### config.mk
export PLATFORM = sky130hd
export DESIGN_NAME = mm_match_ctrl
export DESIGN_NICKNAME = d
export VERILOG_FILES = /design/src/rtl/mm_match_ctrl.sv
export SDC_FILE = /design/constraint.sdc
export NUM_CORES = 1
export LEC_CHECK = 0
export CAP_MARGIN = 20
export CORE_UTILIZATION = 45
export DETAILED_ROUTE_END_ITERATION = 10
export HOLD_SLACK_MARGIN = 0.1
export SLEW_MARGIN = 20
export SYNTH_ARGS = -nofsm -noshare
export SYNTH_HDL_FRONTEND = slang
export SYNTH_SLANG_ARGS = --single-unit
### constraint.sdc
create_clock -name clk -period 12.7 [get_ports clk]
set_input_delay 1.27 -clock clk [delete_from_list [all_inputs] [get_ports clk]]
set_output_delay 1.27 -clock clk [all_outputs]
set_load 0.1 [all_outputs]
### src/rtl/mm_match_ctrl.sv
// Matching-memory controller: pairs tokens by key across a bank of
// key/data/valid cells. A token that finds a partner emits the operand pair
// and frees the cell. A token with no partner is parked in the lowest free cell.
module mm_match_ctrl #(
  parameter int NUM_CELLS = 8,
  parameter int KEY_W     = 28,
  parameter int DATA_W    = 32,
  localparam int OCC_W    = $clog2(NUM_CELLS + 1),
  localparam int IDX_W    = $clog2(NUM_CELLS)
) (
  input  logic              clk,
  input  logic              rst,
  input  logic              flush,
  input  logic              in_valid,
  output logic              in_ready,
  input  logic [KEY_W-1:0]  in_key,
  input  logic [DATA_W-1:0] in_data,
  output logic              out_valid,
  input  logic              out_ready,
  output logic [KEY_W-1:0]  out_key,
  output logic [DATA_W-1:0] out_data_st,
  output logic [DATA_W-1:0] out_data_in,
  output logic [OCC_W-1:0]  occupancy,
  output logic              full,
  output logic              ovf
);

  typedef enum logic [1:0] {IDLE, SEARCH, EMIT} state_t;

  state_t                state_q;
  logic [KEY_W-1:0]      tok_key_q;
  logic [DATA_W-1:0]     tok_data_q;
  logic [NUM_CELLS-1:0]  valid_q;
  logic [KEY_W-1:0]      cell_key_q  [NUM_CELLS];
  logic [DATA_W-1:0]     cell_data_q [NUM_CELLS];
  logic [OCC_W-1:0]      occ_q;
  logic                  ovf_q;
  logic                  out_valid_q;
  logic [KEY_W-1:0]      out_key_q;
  logic [DATA_W-1:0]     out_st_q;
  logic [DATA_W-1:0]     out_in_q;

  logic                  hit;
  logic [IDX_W-1:0]      hit_idx;
  logic                  free_any;
  logic [IDX_W-1:0]      free_idx;

  // Priority search: scanning downward leaves the lowest matching / free index
  always_comb begin
    hit      = 1'b0;
    hit_idx  = '0;
    free_any = 1'b0;
    free_idx = '0;
    for (int i = NUM_CELLS - 1; i >= 0; i--) begin
      if (valid_q[i] && (cell_key_q[i] == tok_key_q)) begin
        hit     = 1'b1;
        hit_idx = IDX_W'(i);
      end
      if (!valid_q[i]) begin
        free_any = 1'b1;
        free_idx = IDX_W'(i);
      end
    end
  end

  // Control FSM: token capture, search outcome, pair hand-off, flush
  always_ff @(posedge clk) begin
    if (rst) begin
      state_q     <= IDLE;
      tok_key_q   <= '0;
      tok_data_q  <= '0;
      valid_q     <= '0;
      occ_q       <= '0;
      ovf_q       <= 1'b0;
      out_valid_q <= 1'b0;
      out_key_q   <= '0;
      out_st_q    <= '0;
      out_in_q    <= '0;
    end else if (flush) begin
      // Any in-flight token or pending pair is simply dropped
      state_q     <= IDLE;
      valid_q     <= '0;
      occ_q       <= '0;
      ovf_q       <= 1'b0;
      out_valid_q <= 1'b0;
    end else begin
      case (state_q)
        IDLE: begin
          if (in_valid) begin
            tok_key_q  <= in_key;
            tok_data_q <= in_data;
            state_q    <= SEARCH;
          end
        end
        SEARCH: begin
          if (hit) begin
            out_key_q        <= tok_key_q;
            out_st_q         <= cell_data_q[hit_idx];
            out_in_q         <= tok_data_q;
            out_valid_q      <= 1'b1;
            valid_q[hit_idx] <= 1'b0;
            occ_q            <= occ_q - OCC_W'(1);
            state_q          <= EMIT;
          end else if (free_any) begin
            valid_q[free_idx] <= 1'b1;
            occ_q             <= occ_q + OCC_W'(1);
            state_q           <= IDLE;
          end else begin
            ovf_q   <= 1'b1;
            state_q <= IDLE;
          end
        end
        EMIT: begin
          if (out_ready) begin
            out_valid_q <= 1'b0;
            state_q     <= IDLE;
          end
        end
        default: state_q <= IDLE;
      endcase
    end
  end

  // Cell payload storage, written on allocation only (never reset)
  always_ff @(posedge clk) begin
    if (!rst && !flush && (state_q == SEARCH) && !hit && free_any) begin
      cell_key_q[free_idx]  <= tok_key_q;
      cell_data_q[free_idx] <= tok_data_q;
    end
  end

  assign in_ready    = (state_q == IDLE) && !flush;
  assign out_valid   = out_valid_q;
  assign out_key     = out_key_q;
  assign out_data_st = out_st_q;
  assign out_data_in = out_in_q;
  assign occupancy   = occ_q;
  assign full        = (occ_q == OCC_W'(NUM_CELLS));
  assign ovf         = ovf_q;

endmodule

**Word level (Yosys, flattened, before mapping)**

Memories as Yosys holds them, arrays and structs flattened. A register that Yosys moved wholly into a read port is not among the register bits.
Cells that the tools add are included.
Widths: inputs -> output; s select.

- Register bits after elaboration: 136
- Bits in writable memories: 480
- Input bits: 65
- Output and inout bits: 100
- Word-level logic and storage cells: 114
- Memories: 2

Memory list:

| memory | depth | bits a word | read ports | clocked after Yosys merged registers in | wr ports | line | text |
|---|---|---|---|---|---|---|---|
| cell_data_q | 8 | 32 | 1 | 1 | 1 | 35 | `logic [DATA_W-1:0] cell_data_q [NUM_CELLS];` |
| cell_key_q | 8 | 28 | 8 | 0 | 1 | 34 | `logic [KEY_W-1:0] cell_key_q [NUM_CELLS];` |

- Add/subtract/negate cells: 2
- Magnitude comparators: 4
- Eq/ne operators: 14
- Muxes and demuxes: 49
- Bitwise operators: 6
- Reduce and logical (&&, ||, !) cells: 28

Operators by type and width:

| kind | number |
|---|---|
| $eq 28x28->1 | 8 |
| $mux 3 | 16 |
| $mux 1 | 22 |
| $mux 8 | 2 |
| $logic_and 1x1->1 | 15 |
| $reduce_and 3->1 | 4 |
| $and 8x8->8 | 1 |
| $lt 3x4->1 const B | 2 |
| $mux 4 | 2 |
| $not 8->8 | 1 |
| $or 8x8->8 | 1 |
| $demux 1 s3 | 2 |
| $ge 3x1->1 const B | 2 |
| $mux 2 | 3 |
| $ne 2x2->1 const B | 3 |
| $pmux 2 s3 | 1 |
| $add 4x1->4 const B | 1 |
| $eq 4x4->1 const B | 1 |
| $reduce_and 2->1 | 2 |
| $reduce_bool 2->1 | 2 |
| $sub 4x1->4 const B | 1 |
| $logic_not 1->1 | 3 |
| $not 1->1 | 3 |
| $eq 2x1->1 const B | 1 |
| other kinds (4) | 4 |

**Depth between registers and ports, before layout**

- Depth after elaboration: 17
- Depth in mapped cells: 14
- Mapped depth without buffers: 13

**Worst setup path after synthesis**

No wires, ideal clock.

- Path kind: reg2out
- Start point: register occ_q[3], in the netlist occupancy[3]
- End point: output full
- Data arrival time: 4.115 ns
- Data required time: 11.430 ns
- Slack: 7.315 ns
- Cell stages (with the launch flop): 2
- Buffers on the path: 0
- Cell sequence: dfxtp_1 nor4b_1

- Word-level cells in the longest chain between the ends: 1

Ends and longest elaborated chain:

| element | line | text |
|---|---|---|
| start: declaration | 36 | `logic [OCC_W-1:0] occ_q;` |
| start signal: assignment | 102 | `occ_q <= occ_q - OCC_W'(1);` |
| start signal: assignment | 106 | `occ_q <= occ_q + OCC_W'(1);` |
| $eq 4x4->1 | 138 | `assign full = (occ_q == OCC_W'(NUM_CELLS));` |
| end: declaration | 24 | `output logic full,` |

No other way between the ends.

**Final worst setup path**

- Start point: register tok_key_q[15]
- End point: memory cell_data_q[6][29], enable pin

- Word-level cells in the longest chain between the ends: 15
- Elaborated cells on any way between the ends: 29
- Classes of those cells: 8 x eq/ne; 10 x mux; 11 x reduce/logical

Ends and longest elaborated chain:

| element | line | text |
|---|---|---|
| start: declaration | 31 | `logic [KEY_W-1:0] tok_key_q;` |
| start signal: assignment | 90 | `tok_key_q <= in_key;` |
| $eq 28x28->1 | 55 | `if (valid_q[i] && (cell_key_q[i] == tok_key_q)) begin` |
| $logic_and 1x1->1 | 55 |  |
| $mux 1 (7 in series) | 55 |  |
| $mux 1 (*) | 55 |  |
| $logic_not 1->1 (*) | 126 | `if (!rst && !flush && (state_q == SEARCH) && !hit && free_any) begin` |
| $logic_and 1x1->1 (*) (2 in series) | 126 |  |
| $mux 1 (*) | 126 |  |
| $mux 1 (not written as such) (*) | 128 | `cell_data_q[free_idx] <= tok_data_q;` |
| end: declaration | 35 |  |

Every way passes the cells marked *; elsewhere a longest branch is shown, timed or not.

==> impl.org <==
** Clock network
- Total clock buffers created by CTS :: 70
- TritonCTS built the clock tree.
- Setup repair bufs after CTS :: 0
- In this run the deepest clock path goes through 3 buffers.
- In this run, post-CTS hold repair placed 0 buffers.
- Once the clock tree was built, the resizer swapped 0 gates to a different size.
- Clock edge transition at the registers on the reported setup and hold paths :: 0.06 ns
- CTS placed an instance of sky130_fd_sc_hd__clkbuf_16 at the clock tree root.
- Clock tree synthesis found a total of 648 sinks.
- The H-tree was split into 3 levels.
- Clock latency reported for the late side of the worst-skew pair :: ~0.62 ns

** Synthesis
- Synthesized area :: 25700 µm²
- Most frequently used flop master after synthesis :: sky130_fd_sc_hd__edfxtp_1
- Synth top area share :: 0.561
- Top area cells in the synthesized netlist :: sky130_fd_sc_hd__edfxtp_1 56%, sky130_fd_sc_hd__dfxtp_1 13%, sky130_fd_sc_hd__xnor2_1 5.8%
- Largest area contributor in the netlist :: sky130_fd_sc_hd__edfxtp_1
- Cell with the most instances after synthesis :: sky130_fd_sc_hd__edfxtp_1
- The Yosys step of the flow raised 0 warnings.
- In this run, synthesis inferred 480 flip-flops with an integrated enable.
- Of all flip-flops after synthesis, the portion carrying an async set or reset was 0.
- Register area share after synthesis :: 0.692
- Total nets after synthesis :: 1948
- A synthesized cell averages 13.7 µm².
- Gate count after technology mapping :: between 1500 and 2000
- Synthesis instantiated 56 different standard cells from the library.
- #FFs+latches synth :: 648
- Sorting the synthesized cells by how often they occur yields 480 x sky130_fd_sc_hd__edfxtp_1, 214 x sky130_fd_sc_hd__nand2_1, 170 x sky130_fd_sc_hd__xnor2_1.

** Drt
- The count of nets left with antenna violations once routing finished came out at 0.
- Detailed Route Iter0 Violations :: between 1000 and 1500
- The final layout contains routed wiring with a total length of 66.0 mm.
- Routed via count :: between 15000 and 20000
- Final routed wire length divided by cell count :: 23.0 µm
- 1st-pass router iterations :: 5
- Number of vias per cell after detailed routing :: 5.58
- # DRC :: 0

** Cells and area
- For this run, the post-layout net count is approximately 2100.
- The filler cells instantiated in the layout total between 4000 and 5000.
- Inserted Diodes :: 0
- With fillers left out, the area of the finished cells amounts to 30500 µm².
- Compared with the post-synthesis result, the final layout area differs by 18.8%.
- Of the cells placed in the final design, the portion with a size suffix greater than 1 is 0.0823.

** Worst setup path
- The critical path is of the reg -> reg type.
- On the worst path, the slowest cell contributes a delay of approximately 1.1 ns.
- Worst Reg-to-Reg Cells :: 9
- Crit path launch type :: flop
- STA puts the critical path data required time at ~13 ns.
- Of all nets on the critical path, the largest fanout is 32.
- Family with the most delay on the worst path :: simple AND/OR/NAND/NOR gates
- Worst endpoint data arrival time :: 5.11 ns
- Bufs and invs on worst path :: 1
- Startpoint of the lowest-slack register-to-register path :: tok_key_q[15]$_SDFFE_PP0P_
- Type of destination of the critical path :: flop
- The critical path runs through a total of 9 cells.
- The worst register-to-register path ends at cell_data_q[6][29]$_DFFE_PP_.
- Cell type of the slowest stage on the worst timing path :: sky130_fd_sc_hd__dfxtp_1
- Series of cell instances along the critical path :: xor2_1, nor4_1, and4_1, nand2_1, nand4_1, nor4_1, nand2_1, nor2_4, buf_4
- The worst register-to-register path has a setup slack of 7.81 ns.

** Power
- Total power density per cell area :: 146 nW/µm²
- VDD sags by at most 0.107 mV.
- Summed over all cells, the static leakage comes to a little over 10 nW.
- Power Total :: 4.47 mW

** STA
- Clock period minus final worst setup slack :: 4.89 ns
- For the pin with the worst max-slew slack, the measured transition is 1.12 ns.
- The clock arrives with 0.0295 ns of skew.
- # setup viols final :: 0
- The count of final max-slew check failures is 0.
- Number of hold-slack violations in the final timing report :: 0
- Setup repair after global routing left no endpoint under its margin.
- In this run the tightest slew margin relative to its limit is 0.254.
- Summed over all failing endpoints, the final setup total negative slack is 0 ns.
- Based on the critical path, the design can be clocked at up to 204 MHz.
- Crit share post-route :: 0.385

** Placement
- Detail Placement HPWL :: 39.1 mm
- The placed instances occupy a cell area of 28200 µm².
- The congestion estimate from routability-driven global placement came to 0.867.
- The count of buffers added on input and output ports is approximately 160.

** GRT
- Pin count of the biggest net entering global routing :: 77
- Combined global-route utilization of all metal layers :: 0.231
- Wire length of the first global-routing pass :: 98.8 mm
- The initial antenna violation count is 0.
- The number of global-route vias before repair came to 15900.
- Global-route congestion overflow total :: 0

** Worst hold path
- Hold Startpoint :: out_data_st[17]$_SDFFE_PP0P_
- Min-Delay Path Depth :: 2
- Class of the most critical hold timing path :: reg -> reg
- Hold-critical path endpoint :: out_data_st[17]$_SDFFE_PP0P_

** Floorplanning
- The floorplan has slightly below 90 rows.
- Core box area :: 56400 µm²
- The die is 241 µm wide.
- For this configuration, the core starts out at a cell density of 0.455.
- Total I/O pin count :: 165
- Die height :: 241 µm
- The die covers 58000 µm².

** Flow run
- Across the run, the number of max-cap violations was 0.

** Outcome
- The run finished with clean final reports.
per-layer routing:
layer	wire, µm	global-route usage	up-vias	share of wire
met4	1420	0.0675	0	0.022
met2	30600	0.367	533	0.46
met5	0	0	-	0
li1	-	-	7345	-
met3	4330	0.0432	102	0.066
met1	29600	0.324	8040	0.45
sequential cells by signal (all words and copies together), names as in the netlist, 2 cells and up:
register     cells
cell_data_q    256
cell_key_q     224
occupancy        4
out_data_in     32
out_data_st     32
out_key         28
state_q          2
tok_data_q      32
tok_key_q       28
valid_q          8
report_power, final:
| group | internal [mW] | switching [mW] |
|---|---|---|
| combinational | 0.0553 | 0.0903 |
| clock | 1.20 | 0.817 |
| sequential | 2.28 | 0.0230 |
| total | 3.54 | 0.931 |
cell type report:
class	count	area [µm²]	share of cell area
multi-input cells	1115	7460	0.244
clock buffers	104	2050	0.0673
flip-flops and latches	648	17800	0.583
well taps	756	946	0.0310
inverters	10	37.5	0.00123
repair buffers	211	1990	0.0653
clock inverters	26	240	0.00787
layout by cell type, fill, tap and decap left out, drive strengths merged, types with 7 or more instances in the layout:
cell type	count
a211o	32
mux2i	61
a211oi	7
buf	48
clkbuf	104
nand3	51
dfxtp	168
a21oi	74
nand4	82
xor2	51
nor4	26
nand2	214
and2	72
nand2b	11
nor3	9
a221o	32
nor2b	9
inv	13
clkdlybuf4s50	163
clkinv	18
a222oi	32
o21ai	7
edfxtp	480
nor2	93
xnor2	172
o211ai	33
through the flow:
stage	worst slack [ns]	instances	hold slack (ns)	util
final	7.81	2870	0.448	0.541
after global routing	7.49	2870	0.467	0.541
after CTS	7.81	2870	0.454	0.541
after detailed placement	7.84	2740	0.444	0.500
after global placement	7.94	2740	0.445	0.500
after floorplan	7.31	1880	0.483	-
worst register-to-register path, stage by stage (launching register included):
cell and delay [ns]:
sky130_fd_sc_hd__dfxtp_1 1.05, sky130_fd_sc_hd__xor2_1 0.26, sky130_fd_sc_hd__nor4_1 0.08, sky130_fd_sc_hd__and4_1 0.26, sky130_fd_sc_hd__nand2_1 0.11, sky130_fd_sc_hd__nand4_1 0.22
sky130_fd_sc_hd__nor4_1 0.63, sky130_fd_sc_hd__nand2_1 0.43, sky130_fd_sc_hd__nor2_4 0.78, sky130_fd_sc_hd__buf_4 0.63
cell families after synthesis:
group / Yosys count / synth area share
AND/OR/NAND/NOR: 589 / 0.113
XOR/XNOR: 223 / 0.0766
multiplexers: 61 / 0.0238
adder cells (fa/ha/maj): 3 / 0.00175
buffers and inverters: 117 / 0.0226
flip-flops: 648 / 0.692
AO/OA/AOI/OAI: 239 / 0.0702
how the worst max path moves through the flow:
stage	from	end
4_1_cts	tok_key_q[15]$_SDFFE_PP0P_	cell_data_q[6][29]$_DFFE_PP_
5_1_grt	tok_key_q[18]$_SDFFE_PP0P_	cell_data_q[6][30]$_DFFE_PP_
3_3_place_gp	tok_key_q[18]$_SDFFE_PP0P_	cell_data_q[6][24]$_DFFE_PP_
2_1_floorplan	occupancy[3]$_SDFFE_PP0P_	full
6_report	tok_key_q[15]$_SDFFE_PP0P_	cell_data_q[6][29]$_DFFE_PP_
3_5_place_dp	tok_key_q[15]$_SDFFE_PP0P_	cell_data_q[6][30]$_DFFE_PP_
No activity file was read; power rests on OpenSTA's default activity.
